## src/rtl/dffram_fifo_ctrl.sv

```systemverilog
// dffram_fifo_ctrl: first-word-fall-through FIFO built on the single port of
// a 128x32 DFFRAM macro. The controller gives one RAM access to each cycle.
// Reads that refill the output register take priority over writes. A
// one-word output register keeps the head word visible to the consumer.
// Total capacity is DEPTH+1 words: the RAM contents plus the output register.
//
// Optional feature: define DFFRAM_FIFO_BYPASS_EN to let a push into an empty
// FIFO go straight into the output register without touching the RAM.
// Without the macro, every word passes through the RAM, and a push reaches
// rd_valid three cycles later.
module dffram_fifo_ctrl #(
  parameter int AW     = 7,
  parameter int DATA_W = 32
) (
  input  logic                  CLK,
  input  logic                  RST,
  input  logic                  wr_valid,
  output logic                  wr_ready,
  input  logic [DATA_W-1:0]     wr_data,
  output logic                  rd_valid,
  input  logic                  rd_ready,
  output logic [DATA_W-1:0]     rd_data,
  output logic [AW:0]           count,
  output logic                  full,
  output logic [DATA_W/8-1:0]   ram_we,
  output logic                  ram_en,
  output logic [AW-1:0]         ram_a,
  output logic [DATA_W-1:0]     ram_di,
  input  logic [DATA_W-1:0]     ram_do
);

  // ram_cnt == DEPTH means that every RAM word is occupied
  localparam logic [AW:0] DEPTH_CNT = {1'b1, {AW{1'b0}}};

  logic [AW-1:0]     wptr;
  logic [AW-1:0]     rptr;
  logic [AW:0]       ram_cnt;
  logic              rd_pend;
  logic              out_valid;
  logic [DATA_W-1:0] out_reg;

  logic              pop;
  logic              push;
  logic              rd_issue;
  logic              bypass;
  logic              ram_wr;
  logic              ram_full;

  assign ram_full = (ram_cnt == DEPTH_CNT);

  // A pop frees the output register, so a refill read can be issued in the
  // same cycle. This makes the path rd_ready -> rd_issue -> wr_ready combinational.
  assign pop      = out_valid & rd_ready & ~RST;
  assign rd_issue = ~RST & (ram_cnt != '0) & ~rd_pend & (~out_valid | pop);
  assign wr_ready = ~RST & ~ram_full & ~rd_issue;
  assign push     = wr_valid & wr_ready;

`ifdef DFFRAM_FIFO_BYPASS_EN
  // An empty FIFO with a free output register takes the word directly
  assign bypass = push & (ram_cnt == '0) & ~rd_pend & (~out_valid | pop);
`else
  assign bypass = 1'b0;
`endif

  assign ram_wr = push & ~bypass;

  // Outputs are forced to zero while reset is held, before the registers clear
  assign rd_valid = out_valid & ~RST;
  assign rd_data  = RST ? '0 : out_reg;
  assign full     = ~RST & ram_full;
  assign count    = RST ? '0
                  : ram_cnt + {{AW{1'b0}}, rd_pend} + {{AW{1'b0}}, out_valid};

  // RAM port arbitration: a read issue wins, and an unused port is held at zero
  always_comb begin
    ram_en = 1'b0;
    ram_we = '0;
    ram_a  = '0;
    ram_di = '0;
    if (rd_issue) begin
      ram_en = 1'b1;
      ram_a  = rptr;
    end else if (ram_wr) begin
      ram_en = 1'b1;
      ram_we = '1;
      ram_a  = wptr;
      ram_di = wr_data;
    end
  end

  // Pointers, occupancy and read-in-flight flag
  always_ff @(posedge CLK) begin
    if (RST) begin
      wptr    <= '0;
      rptr    <= '0;
      ram_cnt <= '0;
      rd_pend <= 1'b0;
    end else begin
      if (ram_wr) begin
        wptr <= wptr + 1'b1;
      end
      if (rd_issue) begin
        rptr <= rptr + 1'b1;
      end
      // A read issue and a RAM write never share a cycle
      if (ram_wr) begin
        ram_cnt <= ram_cnt + 1'b1;
      end else if (rd_issue) begin
        ram_cnt <= ram_cnt - 1'b1;
      end
      rd_pend <= rd_issue;
    end
  end

  // Output register: fill from the RAM read, bypass load, or drain on pop.
  // Clearing rd_pend on reset discards any RAM read that is still in flight.
  always_ff @(posedge CLK) begin
    if (RST) begin
      out_valid <= 1'b0;
      out_reg   <= '0;
    end else if (rd_pend) begin
      out_reg   <= ram_do;
      out_valid <= 1'b1;
    end else if (bypass) begin
      out_reg   <= wr_data;
      out_valid <= 1'b1;
    end else if (pop) begin
      out_valid <= 1'b0;
    end
  end

endmodule
```

## config.mk

```make
export PLATFORM = sky130hd
export DESIGN_NAME = dffram_fifo_ctrl
export DESIGN_NICKNAME = d
export VERILOG_FILES = /design/src/rtl/dffram_fifo_ctrl.sv
export SDC_FILE = /design/constraint.sdc
export NUM_CORES = 1
export LEC_CHECK = 0
export ABC_AREA = 1
export CORE_MARGIN = 5
export CORE_UTILIZATION = 44
export DETAILED_ROUTE_END_ITERATION = 8
export HOLD_SLACK_MARGIN = 0.1
export PLACE_DENSITY = 0.95
export SLEW_MARGIN = 20
export SYNTH_ARGS = -nofsm -noshare
export SYNTH_HDL_FRONTEND = slang
export SYNTH_SLANG_ARGS = --single-unit
```

## constraint.sdc

```tcl
create_clock -name CLK -period 7.1 [get_ports CLK]
set_input_delay 2.13 -clock CLK [delete_from_list [all_inputs] [get_ports CLK]]
set_output_delay 2.13 -clock CLK [all_outputs]
set_load 0.01 [all_outputs]
```

==> run metrics <==
antenna violations before repair=0; predominant post-synthesis flop cell=sky130_fd_sc_hd__dfxtp_1; Worst Setup End Kind=primary output; Area growth syn-to-layout=51.5%; final critical delay including setup and external delays=6.46 ns; cts repair resizes=0; global-route layer with the greatest usage=met2; register clock-pin slew on the reported worst setup and hold paths=0.10 ns; GRT Util Overall=0.204; synthesized net count=575; estimated wirelength of the detail-placed design=7500 µm; worst setup margin=0.644 ns; top-area cell type share of the netlist area=0.349; global-route wire length before repair=14900 µm; maximum achievable frequency=0.155 GHz; worst relative slew slack=0.639; io pins=approximately 160; post-synthesis sequential element count=56; clock buffer count from CTS=5; number of vias per cell=a little under 5; initial detailed-routing violation count=233; Post-Route WL=9770 µm; share of async-settable or async-resettable flops after synthesis=0; final global-route overflow total=0; max-slew violations=0; Static Leak=2.05 nW; mean area per synthesized cell=between 6 and 7 µm²; slew at the pin closest to its max-slew limit=0.542 ns; Die Y=95.5 µm; library cell with the largest summed area after synthesis=sky130_fd_sc_hd__dfxtp_1; number of enable-type register cells in the synthesized netlist=0; maximum number of pins on one net before global-route repair=65; post-detailed-route wirelength per cell=between 10 and 15 µm; met2 GRT Util=0.384; class of the most critical hold timing path=register to register; crit path DAT=4.33 ns; critical path fanouts, max=52; launch instance of the worst min-delay path=out_reg[0]; Post-Route Skew=0.00663 ns; drc violations=0; critical register-to-register path endpoint=ram_cnt[5]; total power divided by cell area=316 mW/mm²; number of I/O port buffers=154; proportion of layout cells with a drive suffix above 1=0.0393; capture endpoint of the worst hold path=out_reg[0]; worst hold stages=2; worst setup path class=input pin to primary output; part of the Yosys area used for sequential elements=0.349; path depth of the worst reg2reg path=16; total number of clock tree sinks=56; GP Congestion=0.972; Initial Utilization=0.448; maximum buffer depth of the clock tree=2; final antenna diode count=0; CTS root buffer=sky130_fd_sc_hd__clkbuf_8; met1 global-route usage=0.207; CTS HTree Levels=2; buffers inserted during post-CTS setup optimization=0; accumulated negative setup slack=0 ns; unrepaired setup endpoints after global routing=no; count of max-cap constraint violations=0; Setup Slack @ Placement=around 0.63 ns; iteration count of the initial detailed-routing pass=4; count of different cell masters after synthesis=32; CTS tree=yes; cell count after synthesis=496; status=finished, final reports clean; count of vias placed by the detailed router=3603; post-route ant nets=0; count of warnings emitted by yosys=0; horizontal extent of the die=95.5 µm; crit share post-route=0.909; number of nets at the end of the flow=714; number of hold violations in the final report=0; post-cts hold buffer count=0; top post-synthesis cells by area=sky130_fd_sc_hd__dfxtp_1 (35%), sky130_fd_sc_hd__inv_1 (11%), sky130_fd_sc_hd__nor2_1 (10%), sky130_fd_sc_hd__a21oi_1 (8.9%), sky130_fd_sc_hd__nand2_1 (6.7%); commonest non-fill, non-tap cells in the layout=sky130_fd_sc_hd__clkdlybuf4s50_1 (153), sky130_fd_sc_hd__inv_1 (97), sky130_fd_sc_hd__nor2_1 (89); startpoint type of the worst setup path=input pin; via count of the first global-routing pass=3497; data required time at the worst endpoint=between 4 and 5 ns; die outline area=0.00911 mm²; met3 demand-to-capacity share in global routing=0.0702; Floorplan Core Area=~0.0072 mm²; worst reg2reg setup slack=4.03 ns; max FFs per register=32; worst hold slack across all endpoints=approximately 0.46 ns; later-pin clock latency in the skew report=~0.32 ns; R2R Path Start=ram_cnt[4]; leading cell type in the layout, fill and taps excluded=sky130_fd_sc_hd__clkdlybuf4s50_1; netlist area before placement=0.00321 mm²; peak supply drop=201 µV; # rows=31; final setup fails=0
stage by stage:
stage	power, mW	instances	cell area [µm²]	util
floorplan	1.03	496	3210	-
global placement	1.30	727	4770	0.665
global route	1.67	735	4870	0.679
finish	1.54	735	4870	0.679
CTS	1.54	735	4870	0.679
detailed placement	1.34	727	4770	0.665
layout make-up:
type | count | area (µm²)
Clock inverter | 2 | 13.8
Clock buffer | 6 | 82.6
Inverter | 101 | 380
Fill cell | 570 | 2300
Tap cell | 99 | 124
Sequential cell | 56 | 1120
Multi-Input combinational cell | 312 | 1580
Timing Repair Buffer | 159 | 1570
layer usage:
metal,routed length [µm],part of all wire
met1,3640,0.37
met2,4830,0.49
met3,1050,0.11
met4,255,0.026
met5,0,0
synthesized netlist by cell type (all sizes together), types with 3 or more instances:
| master | instances |
|---|---|
| a21oi | 58 |
| buf | 11 |
| clkbuf | 16 |
| dfxtp | 56 |
| ha | 9 |
| inv | 99 |
| nand2 | 60 |
| nand3 | 13 |
| nor2 | 90 |
| nor3 | 11 |
| o21ai | 45 |
| o22ai | 7 |
| xnor2 | 3 |
| xor2 | 8 |
cell families after synthesis:
group	synth area share
and+or+nand+nor	0.233
adders and majority gates	0.0475
xor gates and xnor gates	0.0300
DFF	0.349
buffers and inverters	0.161
AOI/OAI and AO/OA	0.180
report_power, final:
group	switching [mW]	leakage (nW)	total [mW]	internal (mW)
clock	0.107	0.0516	0.187	0.0801
combinational	0.499	1.54	0.878	0.379
sequential	0.0617	0.461	0.476	0.414
critical path: stages:
cell and delay (ns):
sky130_fd_sc_hd__buf_2 0.34, sky130_fd_sc_hd__clkinv_2 0.12, sky130_fd_sc_hd__nand2_2 0.10, sky130_fd_sc_hd__a21oi_4 0.07, sky130_fd_sc_hd__nand2_2 0.14, sky130_fd_sc_hd__nand3_4 0.42
sky130_fd_sc_hd__inv_1 0.39, sky130_fd_sc_hd__clkdlybuf4s50_1 0.60
how the worst max path moves through the flow:
| stage | startpoint | end | slack [ns] | cells past startpoint |
|---|---|---|---|---|
| floorplan | RST | count[2] | 1.85 | 6 |
| global placement | RST | ram_we[3] | 0.70 | 8 |
| detailed placement | RST | ram_we[2] | 0.63 | 8 |
| CTS | RST | ram_we[2] | 0.61 | 8 |
| global route | RST | ram_we[2] | 0.40 | 8 |
| finish | RST | ram_we[2] | 0.64 | 8 |
Note: power is estimated with default switching activity, not from simulation.
==> variant: new RTL, same flow settings <==
Make the reset (`RST`) asynchronous in 2 clocked blocks.
--- a/src/rtl/dffram_fifo_ctrl.sv
+++ b/src/rtl/dffram_fifo_ctrl.sv
@@ -90,5 +90,5 @@
 
   // Pointers, occupancy and read-in-flight flag
-  always_ff @(posedge CLK) begin
+  always_ff @(posedge CLK or posedge RST) begin
     if (RST) begin
       wptr    <= '0;
@@ -115,5 +115,5 @@
   // Output register: fill from the RAM read, bypass load, or drain on pop.
   // Clearing rd_pend on reset discards any RAM read that is still in flight.
-  always_ff @(posedge CLK) begin
+  always_ff @(posedge CLK or posedge RST) begin
     if (RST) begin
       out_valid <= 1'b0;
Behaviour: no difference found for any inputs over 10 cycles, from zero or initial values and one cycle with RST high; that may be too few to reach the edited logic, so the function may still have changed.
==> variant against the original RTL <==
Final cell count fell by 2.2%; highest routed layer unchanged; largest cell class is now buffers; area after synthesis rose by 5.0%; design area rose by 3.8%; critical endpoint is now ram_di[3]; power rose by 7.5%; hold slack improved by 0.072 ns; routed wire length fell by 5.7%; largest power group unchanged; setup slack improved by 0.048 ns; clock skew fell by 0.0042 ns; sequential cell count did not move.
==> variant: results (changes against the original RTL) <==
[place]
pre_cts_ws_ns = 0.717  ; was 0.629 ns
place.detailed.instances = 711  ; was 727
total_cell_area_at_the_placement_stage_mm2 = 0.00497  ; was 0.00477 mm2
routability_driven_placement_congestion_ratio = 0.830  ; was 0.972
dp.final_hpwl_mm = 7.26  ; was 7.50 mm

[layout]
final_layout_size_suffix_gt1_share_pct = 4.86  ; was 3.93%
layoutNonFillerInstCount = 719  ; was 735
largest_register_ff_count = 32  ; unchanged
nFillCells = 585  ; was 570
final_nets = 695  ; was 714

[drt]
drt-total-wl_mm = 9.21  ; was 9.77 mm
route.layer.met1.wl_mm = 3.73  ; was 3.64 mm
dr.max_layer_used = met4  ; unchanged
dr_wl_met3_um = 741  ; was 1.05 mm
vias_per_cell = 4.81  ; was 4.90
initial_drt_markers = 249  ; was 233
drt_pass1_iterations = 5  ; was 4
dr_wl_met2_mm = 4.55  ; was 4.83 mm

[cts]
clock_input_transition_at_the_sequential_cells_of_the_worst_setup_and_hold_paths_ns = 0.09
clock_tree.root_cell = clkbuf_8  ; unchanged

[yosys]
ranking_of_synthesized_cells_by_area = dfrtp_1, nand2_1, inv_1  ; was dfxtp_1, inv_1, nor2_1
yosys.cell_types.count = 30  ; was 32
synth-seq-area-share_pct = 41.5  ; was 34.9%
synthArstFlopShare_pct = 100  ; was 0%
ys_top_cells_by_count = nand2_1, inv_1, nor2_1, dfrtp_1, o21ai_0  ; was inv_1, nor2_1, a21oi_1, nand2_1, dfxtp_1
synthesis.nets = 550  ; was 575
synth_ff_type = dfrtp_1  ; was dfxtp_1
postSynthAreaPerCell_um2 = 7.17  ; was 6.48 um2

[timing]
max_slew.worst_pin.slew_ns = 0.947  ; was 0.542 ns
whs_ns = 0.530  ; was 0.458 ns
post-route-period-util_pct = 90.3  ; was 90.9%

[power_and_ir_drop]
leakage_nw = 2.40  ; was 2.05 nW

[worst_hold_path]
timing.hold.worst_endpoint = out_reg[1]$_DFFE_PP0P_  ; was out_reg[0]$_SDFFE_PP0P_
hold_start = out_reg[1]$_DFFE_PP0P_  ; was out_reg[0]$_SDFFE_PP0P_

[critical_path]
crit_path_max_fanout = 35  ; was 52
reg2reg_to = ram_cnt[6]$_DFFE_PP0P_  ; was ram_cnt[5]$_SDFFE_PP0P_
timing.rr.start = rd_pend$_DFF_PP0_  ; was ram_cnt[4]$_SDFFE_PP0P_
worst-r2r-cell-count = 11  ; was 16
cp.arrival_ns = 4.28  ; was 4.33 ns
regToRegSetupSlack_ns = 4.35  ; was 4.03 ns

[global_routing]
grt_first_pass_wirelength_mm = 15.3  ; was 14.9 mm
grt_start_max_net_pins = 67  ; was 65
first_global_vias = 3344  ; was 3497
track_usage_pct = 19.1  ; was 20.4%

[outcome]
status = finished clean  ; unchanged

-- variant: cell types whose count changed in the layout (fill, tap and decap cells not counted), sizes merged, moves of 5 or more --
cell,delta
xor2,+5
nand2,+39
dfrtp,+56
nor2,-9
a21oi,-48
dfxtp,-56
-- variant: per-layer routing --
metal / track usage [%] / vias to the layer above
met5: 0 / -
met4: 5.11 / 0
met3: 4.88 / 23
met2: 34.3 / 173
met1: 22.4 / 1561
li1: - / 1703
-- variant: worst max-delay path by stage --
stage / end / slack, ns / cells after the start
finish: ram_di[3] / 0.69 / 9
CTS: ram_di[3] / 0.68 / 9
global placement: ram_di[13] / 0.75 / 9
detailed placement: ram_di[1] / 0.72 / 9
floorplan: ram_di[22] / 1.46 / 7
global route: ram_a[2] / 0.55 / 8
-- variant: cell type report --
class / instances / area [um2] / share of cell area [%]
Timing Repair Buffer: 159 / 1580 / 31.2
Multi-Input combinational cell: 297 / 1490 / 29.5
Sequential cell: 56 / 1400 / 27.7
Inverter: 97 / 367 / 7.25
Tap cell: 102 / 128 / 2.52
Clock buffer: 6 / 72.6 / 1.44
Clock inverter: 2 / 16.3 / 0.322
-- variant: kinds of logic after synthesis --
kind of cell    count (synthesis)  synth area share [%]
compound gates                 64                  10.3
xor+xnor                       15                  3.89
fa+ha+maj                      11                  4.52
buf+inv                       118                  14.3
flops                          56                  41.5
simple gates                  207                  25.4
-- variant: worst max-delay path: stages --
cell and delay, ns:
clkdlybuf4s50_1 0.57, inv_4 0.04, nand2_1 0.09, a21oi_4 0.08
nand2_2 0.13, nand3_4 0.21, buf_4 0.32, nor2_1 0.14
clkdlybuf4s50_1 0.56
-- variant: report_power, final --
group	switching [mW]	internal (mW)
combinational	0.487	0.412
sequential	0.120	0.470
clock	0.0973	0.0703
